<file path="src/rtl/cpu_pkg.sv">
// rtl/cpu_pkg.sv - shared opcodes, FSM encoding and default datapath width
package cpu_pkg;

  localparam int DEFAULT_WIDTH = 8;

  localparam logic [2:0] OP_ADD = 3'b000;
  localparam logic [2:0] OP_SUB = 3'b001;
  localparam logic [2:0] OP_AND = 3'b010;
  localparam logic [2:0] OP_OR  = 3'b011;
  localparam logic [2:0] OP_XOR = 3'b100;
  localparam logic [2:0] OP_SHL = 3'b101;
  localparam logic [2:0] OP_SHR = 3'b110;
  localparam logic [2:0] OP_MUL = 3'b111;

  typedef enum logic {
    ST_IDLE    = 1'b0,
    ST_MUL_RUN = 1'b1
  } state_e;

endpackage

</file>
<file path="src/rtl/shift_add_mul8.sv">
// rtl/shift_add_mul8.sv - iterative shift-add multiplier, one partial product per step
module shift_add_mul8
  import cpu_pkg::*;
#(
  parameter int WIDTH = DEFAULT_WIDTH,
  parameter int ITER  = WIDTH
) (
  input  logic                 clk,
  input  logic                 reset,
  input  logic                 load_i,
  input  logic                 step_i,
  input  logic [WIDTH-1:0]     a_i,
  input  logic [WIDTH-1:0]     b_i,
  output logic                 done_o,
  output logic [2*WIDTH-1:0]   product_o
);

  localparam int CW = (ITER > 1) ? $clog2(ITER) : 1;

  logic [2*WIDTH-1:0] acc_q;
  logic [2*WIDTH-1:0] acc_d;
  logic [2*WIDTH-1:0] mcand_q;
  logic [WIDTH-1:0]   mplier_q;
  logic [CW-1:0]      cnt_q;

  // Accumulator value after the current step; exposed so the last step's add is included
  always_comb begin
    acc_d = acc_q;
    if (mplier_q[0]) begin
      acc_d = acc_q + mcand_q;
    end
  end

  assign product_o = acc_d;
  assign done_o    = step_i && (cnt_q == CW'(ITER - 1));

  // Load clears the accumulator and captures operands; each step consumes one multiplier bit
  always_ff @(posedge clk or posedge reset) begin
    if (reset) begin
      acc_q    <= '0;
      mcand_q  <= '0;
      mplier_q <= '0;
      cnt_q    <= '0;
    end else if (load_i) begin
      acc_q    <= '0;
      mcand_q  <= {{WIDTH{1'b0}}, a_i};
      mplier_q <= b_i;
      cnt_q    <= '0;
    end else if (step_i) begin
      acc_q    <= acc_d;
      mcand_q  <= mcand_q << 1;
      mplier_q <= mplier_q >> 1;
      cnt_q    <= cnt_q + CW'(1);
    end
  end

endmodule

</file>
<file path="src/rtl/alu_unit.sv">
// rtl/alu_unit.sv - multi-cycle ALU stage with save pulse, flags and busy
module alu_unit
  import cpu_pkg::*;
#(
  parameter int WIDTH    = DEFAULT_WIDTH,
  parameter int MUL_ITER = WIDTH
) (
  input  logic             clk,
  input  logic             reset,
  input  logic             start,
  input  logic [2:0]       opcode,
  input  logic [WIDTH-1:0] a,
  input  logic [WIDTH-1:0] b,
  output logic [WIDTH-1:0] alu_out,
  output logic             save,
  output logic             busy,
  output logic             carry,
  output logic             zero
);

  state_e             state_q, state_d;
  logic [WIDTH-1:0]   alu_out_q, res_d;
  logic               carry_q, carry_d;
  logic               zero_q;
  logic               save_q;
  logic               done_vld;
  logic               mul_load, mul_step, mul_done;
  logic [2*WIDTH-1:0] mul_prod;
  logic [WIDTH:0]     sum_w, diff_w;

  assign sum_w  = {1'b0, a} + {1'b0, b};
  assign diff_w = {1'b0, a} - {1'b0, b};

  shift_add_mul8 #(
    .WIDTH (WIDTH),
    .ITER  (MUL_ITER)
  ) u_mul (
    .clk       (clk),
    .reset     (reset),
    .load_i    (mul_load),
    .step_i    (mul_step),
    .a_i       (a),
    .b_i       (b),
    .done_o    (mul_done),
    .product_o (mul_prod)
  );

  // Next state, multiplier control and the result/flags to commit on completion
  always_comb begin
    state_d  = state_q;
    mul_load = 1'b0;
    mul_step = 1'b0;
    done_vld = 1'b0;
    res_d    = alu_out_q;
    carry_d  = carry_q;
    case (state_q)
      ST_IDLE: begin
        if (start) begin
          if (opcode == OP_MUL) begin
            mul_load = 1'b1;
            state_d  = ST_MUL_RUN;
          end else begin
            done_vld = 1'b1;
            case (opcode)
              OP_ADD:  begin res_d = sum_w[WIDTH-1:0];  carry_d = sum_w[WIDTH];  end
              OP_SUB:  begin res_d = diff_w[WIDTH-1:0]; carry_d = diff_w[WIDTH]; end
              OP_AND:  begin res_d = a & b;             carry_d = 1'b0;          end
              OP_OR:   begin res_d = a | b;             carry_d = 1'b0;          end
              OP_XOR:  begin res_d = a ^ b;             carry_d = 1'b0;          end
              OP_SHL:  begin res_d = {a[WIDTH-2:0], 1'b0}; carry_d = a[WIDTH-1]; end
              OP_SHR:  begin res_d = {1'b0, a[WIDTH-1:1]}; carry_d = a[0];       end
              default: begin res_d = '0;                carry_d = 1'b0;          end
            endcase
          end
        end
      end
      ST_MUL_RUN: begin
        mul_step = 1'b1;
        if (mul_done) begin
          done_vld = 1'b1;
          res_d    = mul_prod[WIDTH-1:0];
          carry_d  = |mul_prod[2*WIDTH-1:WIDTH];
          state_d  = ST_IDLE;
        end
      end
      default: state_d = ST_IDLE;
    endcase
  end

  // State register; result and flags only change on the edge that raises save
  always_ff @(posedge clk or posedge reset) begin
    if (reset) begin
      state_q   <= ST_IDLE;
      alu_out_q <= '0;
      carry_q   <= 1'b0;
      zero_q    <= 1'b0;
      save_q    <= 1'b0;
    end else begin
      state_q <= state_d;
      save_q  <= done_vld;
      if (done_vld) begin
        alu_out_q <= res_d;
        carry_q   <= carry_d;
        zero_q    <= (res_d == '0);
      end
    end
  end

  assign alu_out = alu_out_q;
  assign save    = save_q;
  assign busy    = (state_q == ST_MUL_RUN);
  assign carry   = carry_q;
  assign zero    = zero_q;

endmodule

</file>
<file path="config.mk">
export PLATFORM = sky130hd
export DESIGN_NAME = alu_unit
export DESIGN_NICKNAME = d
export VERILOG_FILES = /design/src/rtl/cpu_pkg.sv /design/src/rtl/shift_add_mul8.sv /design/src/rtl/alu_unit.sv
export SDC_FILE = /design/constraint.sdc
export NUM_CORES = 1
export LEC_CHECK = 0
export BUFFER_PORTS_ARGS = -buffer_cell sky130_fd_sc_hd__clkbuf_2
export CORE_MARGIN = 2
export CORE_UTILIZATION = 40
export CTS_BUF_LIST = sky130_fd_sc_hd__clkbuf_8
export CTS_CLUSTER_SIZE = 14
export DETAILED_ROUTE_END_ITERATION = 7
export SETUP_SLACK_MARGIN = 0.5
export SLEW_MARGIN = 10
export SYNTH_ARGS = -nofsm -noshare
export SYNTH_HDL_FRONTEND = slang
export SYNTH_SLANG_ARGS = --single-unit
</file>
<file path="constraint.sdc">
create_clock -name clk -period 8.55 [get_ports clk]
set_input_delay 1.71 -clock clk [delete_from_list [all_inputs] [get_ports clk]]
set_output_delay 1.71 -clock clk [all_outputs]
set_load 0.02 [all_outputs]
</file>
; ---- Yosys cells after proc, flatten, opt, wreduce, memory -nomap -nowiden
; Cells that the tools add are included.
[word_totals]
regBits = 55
input_bits = 22
elab_cells = 63
output_inout_bits = 12
[classes]
eq_ne = 11
n_bitwise = 4
n_addsub = 4
reduce_logical = 6
n_mux = 29
[op_table]
columns = op, n
row1 = 2-to-1 mux 16 bit, 5
row2 = case mux 8 bit (7 select lines), 1
row3 = 2-to-1 mux 8 bit, 5
row4 = adder 16 bit, 1
row5 = case mux 8 bit (2 select lines), 1
row6 = equality test 3 bit (second input constant), 5
row7 = 2-to-1 mux 1 bit, 11
row8 = adder 8 x 8 -> 9 bit, 1
row9 = subtractor 8 x 8 -> 9 bit, 1
row10 = AND 8 bit, 1
row11 = zero test 8 bit, 1
row12 = OR 8 bit, 1
row13 = OR reduction 8 bit, 1
row14 = bitwise XOR 8 bit, 1
row15 = equality test 3 x 2 -> 1 bit (second input constant), 2
row16 = 2-to-1 mux 3 bit, 2
row17 = case mux 1 bit (2 select lines), 3
row18 = != test 2 bit (second input constant), 2
row19 = case mux 1 bit (4 select lines), 1
row20 = AND reduction 4 bit, 1
row21 = adder 3 x 1 -> 3 bit (second input constant), 1
row22 = equality test 3 x 1 -> 1 bit (second input constant), 1
row23 = zero test 3 bit, 1
row24 = != test 2 x 1 -> 1 bit (second input constant), 1
row25 = 3 further kinds, 3

; ---- Depth between registers and ports, before layout
[depth]
word_depth = 6
mapped_depth = 11
depth_no_buf = 11

; ---- Hierarchy
; Synthesis repeated with hierarchy kept, for this count alone.
[unflattened]
cells_unflattened = 539
area_unflattened_um2 = 4660.7
[by_module_without_submodules]
columns = mod, cells_per_inst, seq_area_each_um2, area_per_inst_um2, instances
row1 = shift_add_mul8, 287, 1076.0, 2718.9, 1
row2 = alu_unit, 252, 300.3, 1941.9, 1

; ---- Worst setup path after synthesis
; OpenSTA, ideal clock, no wires.
[synth_path]
path_type = in2reg
startpoint = input port b[4]
endpoint = register zero_q (netlist: zero)
setup_ps = 92
arrival_ps = 3854
t_required_ps = 8458
n_path_buf = 0
setup_slack_ps = 4605
stages = 10
cell_sequence = inv_1 -> ha_1 -> inv_2 -> or4_4 -> nand3b_1 -> mux2i_1 -> nand4_1 -> o311a_1 -> or4_1 -> o31ai_2
[synth_between]
elab_chain_cells = 6
word_cells_on_any_way = 10
cone_classes = 2 x add/sub / 4 x mux / 3 x bitwise / 1 x reduce/logical
[synth_lines]
columns = element, line_no
row1 = "start, declared", alu_unit.sv:13  ; input logic [WIDTH-1:0] b,
row2 = subtractor 8 x 8 -> 9 bit (tied with other cells), alu_unit.sv:32  ; assign diff_w = {1'b0, a} - {1'b0, b};
row3 = case mux 8 bit (7 select lines) (*), alu_unit.sv:64  ; case (opcode)
row4 = 2-to-1 mux 8 bit (*), alu_unit.sv:59  ; if (opcode == OP_MUL) begin
row5 = 2-to-1 mux 8 bit (*), alu_unit.sv:58  ; if (start) begin
row6 = case mux 8 bit (2 select lines) (*), alu_unit.sv:56  ; case (state_q)
row7 = zero test 8 bit (*), alu_unit.sv:104  ; zero_q <= (res_d == '0);
row8 = "end signal, assigned", alu_unit.sv:104
row9 = "end, declared", alu_unit.sv:24  ; logic zero_q;
; Every way passes the cells marked *; elsewhere a longest branch is shown, timed or not.
; A chain may end at the register's enable or synchronous reset.

; ---- Worst setup path after layout
[layout_path]
startpoint = input port a[4]
endpoint = register zero_q (netlist: zero)
[layout_between]
elab_chain_cells = 6
word_cells_on_any_way = 10
cone_classes = 2 x add/sub / 4 x mux / 3 x bitwise / 1 x reduce/logical
[layout_lines]
columns = element, line_no
row1 = "start, declared", alu_unit.sv:12  ; input logic [WIDTH-1:0] a,
row2 = subtractor 8 x 8 -> 9 bit (tied with other cells), alu_unit.sv:32
row3 = case mux 8 bit (7 select lines) (*), alu_unit.sv:64
row4 = 2-to-1 mux 8 bit (*), alu_unit.sv:59
row5 = 2-to-1 mux 8 bit (*), alu_unit.sv:58
row6 = case mux 8 bit (2 select lines) (*), alu_unit.sv:56
row7 = zero test 8 bit (*), alu_unit.sv:104
; Marks and branches as above.

==> results_dict.tcl <==
set metrics [dict create \
    cp_slowest_stage_delay_ns 0.55 \
    synth_flop_cell "dfrtp_1" \
    place_hpwl_um 9000 \
    wl_per_cell_um 17.2 \
    clock_latency_ns 0.34 \
    reg2reg_slack_ns 5.37 \
    io_buffers 33 \
    fmax_mhz 253 \
    cp_cell_sequence "clkbuf_2 -> inv_1 -> ha_1 -> inv_2 -> or4_4 -> a31oi_2 -> o22ai_1 -> o2bb2ai_1 -> a211oi_1 -> or4_1 -> o31ai_2" \
    numClockSinks 55 \
    finalWeightedCongestion 0.909 \
    crit_slowest_cell "or4_4" \
    yosys_warnings 0 \
    cts_tree "yes" \
    cts_resized 0 \
    yosys_register_bits 55 \
    antenna_found_initial 0 \
    fin_tns_setup_ns 0 \
    drc 0 \
    reg2reg_to "carry$_DFFE_PP0P_" \
    crit_arrival_ns 4.20 \
    root_buffer "clkbuf_8" \
    final_cell_mix "nand2_1, o21ai_0, dfrtp_1, nor2_1, a21oi_1" \
    vias 4113 \
    hold_buffers 0 \
    hold_violations 0 \
    syn_to_final_growth_pct 7.03 \
    overflow 0 \
    skew_ns 0.00898 \
    setup.worst_path.class "in2reg" \
    vdd_drop_max_mv 0.209 \
    drt_iter0_drc 267 \
    cts_inserted_buffers 5 \
    async_flop_share_pct 100 \
    diodes 0 \
    die_w_um 110 \
    hold_class "reg2reg" \
    maxCapViolCount 0 \
    p_leak_uw 0.00225 \
    status "finished, final reports clean" \
    synth_cells 566 \
    ys_seq_area_share_pct 30.7 \
    grt_setup_unrepaired "no" \
    tightestPinTransition_ns 0.839 \
    syn-num-nets 632 \
    core_sq_um 10900 \
    drive_gt1_share_pct 8.84 \
    setup_viol 0 \
    crit_path_start_kind "input port" \
    postRouteWirelength_um 12300 \
    required_ns 8.80 \
    nets 643 \
    synth_top_area_cell "dfrtp_1" \
    path_buf_inv 3 \
    cp-startpoint "a[4]" \
    grt_pass1_vias 3957 \
    die_y_um 110 \
    endpoint_kind "register" \
    clk_path_buf_depth 2 \
    rr_worst_depth 10 \
    period_needed_ns 3.95 \
    min_path_cells 2 \
    synth_top_area_share_pct 30.7 \
    syn_area_sq_um 4490 \
    power.density_nw_per_um2 267 \
    pin_count 34 \
    grt_usage_pct 22.0 \
    synth_area_leaders "dfrtp_1, ha_1, o21ai_0" \
    r2r-start "u_mul.mcand_q[0]$_DFFE_PP0P_" \
    fin_crit_sh_pct 46.1 \
    ys_types 59 \
    dpl_cell_area_sq_um 4720 \
    crit_family "simple AND/OR/NAND/NOR gates" \
    relSlewSlack_pct 42.5 \
    grt_pass1_wl_um 20300 \
    final_common_cell "nand2_1" \
    synth_area_per_cell_sq_um 7.93 \
    viasPerCell 5.74 \
    post_cts_buffers 0 \
    min_to "u_mul.mplier_q[1]$_DFFE_PP0P_" \
    crit_fanout 5 \
    grt_max_degree 68 \
    fin_area_sq_um 4800 \
    htreeDepth 2 \
    synth-edff-count 0 \
    clkSlewWorstSetupHoldPaths_ns 0.10 \
    initial_core_util_pct 41.2 \
    holdCritStartpoint "u_mul.mplier_q[2]$_DFFE_PP0P_" \
    slew_viol_final 0 \
    rows 38 \
    drtAntennaViolNets 0 \
    drtPass1Iterations 5 \
    die_area_sq_um 12100 \
]
[per-layer routing]
layer  track usage [%]  up-vias  part of all wire (%)
li1                  -     2030                     -
met3              4.86       15                   5.8
met1              31.5     1948                    50
met2              33.1      120                    43
met4              6.24        0                   1.6
met5                 0        -                     0
[cell families (layout without fill, tap and decap cells)]
kind of cell | after synthesis | after routing | share of synthesized area [%]
AOI/OAI and AO/OA | 191 | 191 | 26.4
muxes | 17 | 17 | 3.79
and+or+nand+nor | 175 | 175 | 17.3
xor gates and xnor gates | 17 | 17 | 3.32
DFF | 55 | 55 | 30.7
buffers and inverters | 67 | 78 | 5.72
adders and majority gates | 44 | 44 | 12.8
[flip-flops by register name, indices dropped and copies added (netlist names)]
register / flops
alu_out: 8
busy: 1
carry: 1
save: 1
u_mul.acc_q: 16
u_mul.cnt_q: 3
u_mul.mcand_q: 16
u_mul.mplier_q: 8
zero: 1
[through the flow]
step | power (uW) | hold WS, ns | setup WS (ns) | utilization [%] | instances
final | 1280 | 0.498 | 4.60 | 44.1 | 717
after global routing | 1410 | 0.529 | 4.44 | 44.1 | 717
after CTS | 1290 | 0.507 | 4.64 | 44.1 | 717
after detailed placement | 1140 | 0.485 | 4.28 | 43.4 | 710
after global placement | 1120 | 0.474 | 4.37 | 43.4 | 710
after floorplan | 960 | 0.450 | 4.60 | - | 566
[cell usage after synthesis (all sizes together), types with 4 or more instances]
cell and n:
o211ai 5, a21o 7, xor2 7, ha 41, nand4 4, a211oi 5, nand2 78, xnor2 10
o2bb2ai 5, a22o 7, o22ai 6, o21bai 5, and3 4, a31oi 6, o21ai 72, buf 7
nor2b 5, nand3 11, o2111ai 4, nor3 7, a21oi 46, mux2i 17, or3 5, nor2 46
dfrtp 55, inv 34, clkbuf 25
[worst max path at each step]
stage,end,depth (start not counted),slack [ns]
after floorplan,zero$_DFFE_PP0P_,10,4.60
after global placement,zero$_DFFE_PP0P_,11,4.37
after detailed placement,zero$_DFFE_PP0P_,11,4.28
after CTS,zero$_DFFE_PP0P_,11,4.64
after global routing,zero$_DFFE_PP0P_,12,4.44
final,zero$_DFFE_PP0P_,11,4.60
[cell type report]
type / instances / area (sq um)
Inverter: 35 / 131
Fill cell: 1125 / 6090
Sequential cell: 55 / 1380
Clock buffer: 5 / 68.8
Multi-Input combinational cell: 444 / 2850
Tap cell: 140 / 175
Clock inverter: 2 / 7.51
Timing Repair Buffer: 36 / 188
[worst min-delay path: stages (launching register included)]
cell	delay, ns
dfrtp_1	0.35
nand2_1	0.04
o21ai_0	0.07
[report_power, final]
group / switching [uW] / internal (uW)
Clock: 89.0 / 54.4
Sequential: 98.9 / 363
Combinational: 422 / 256
Total: 610 / 674
Note: power is estimated with default switching activity, not from simulation.
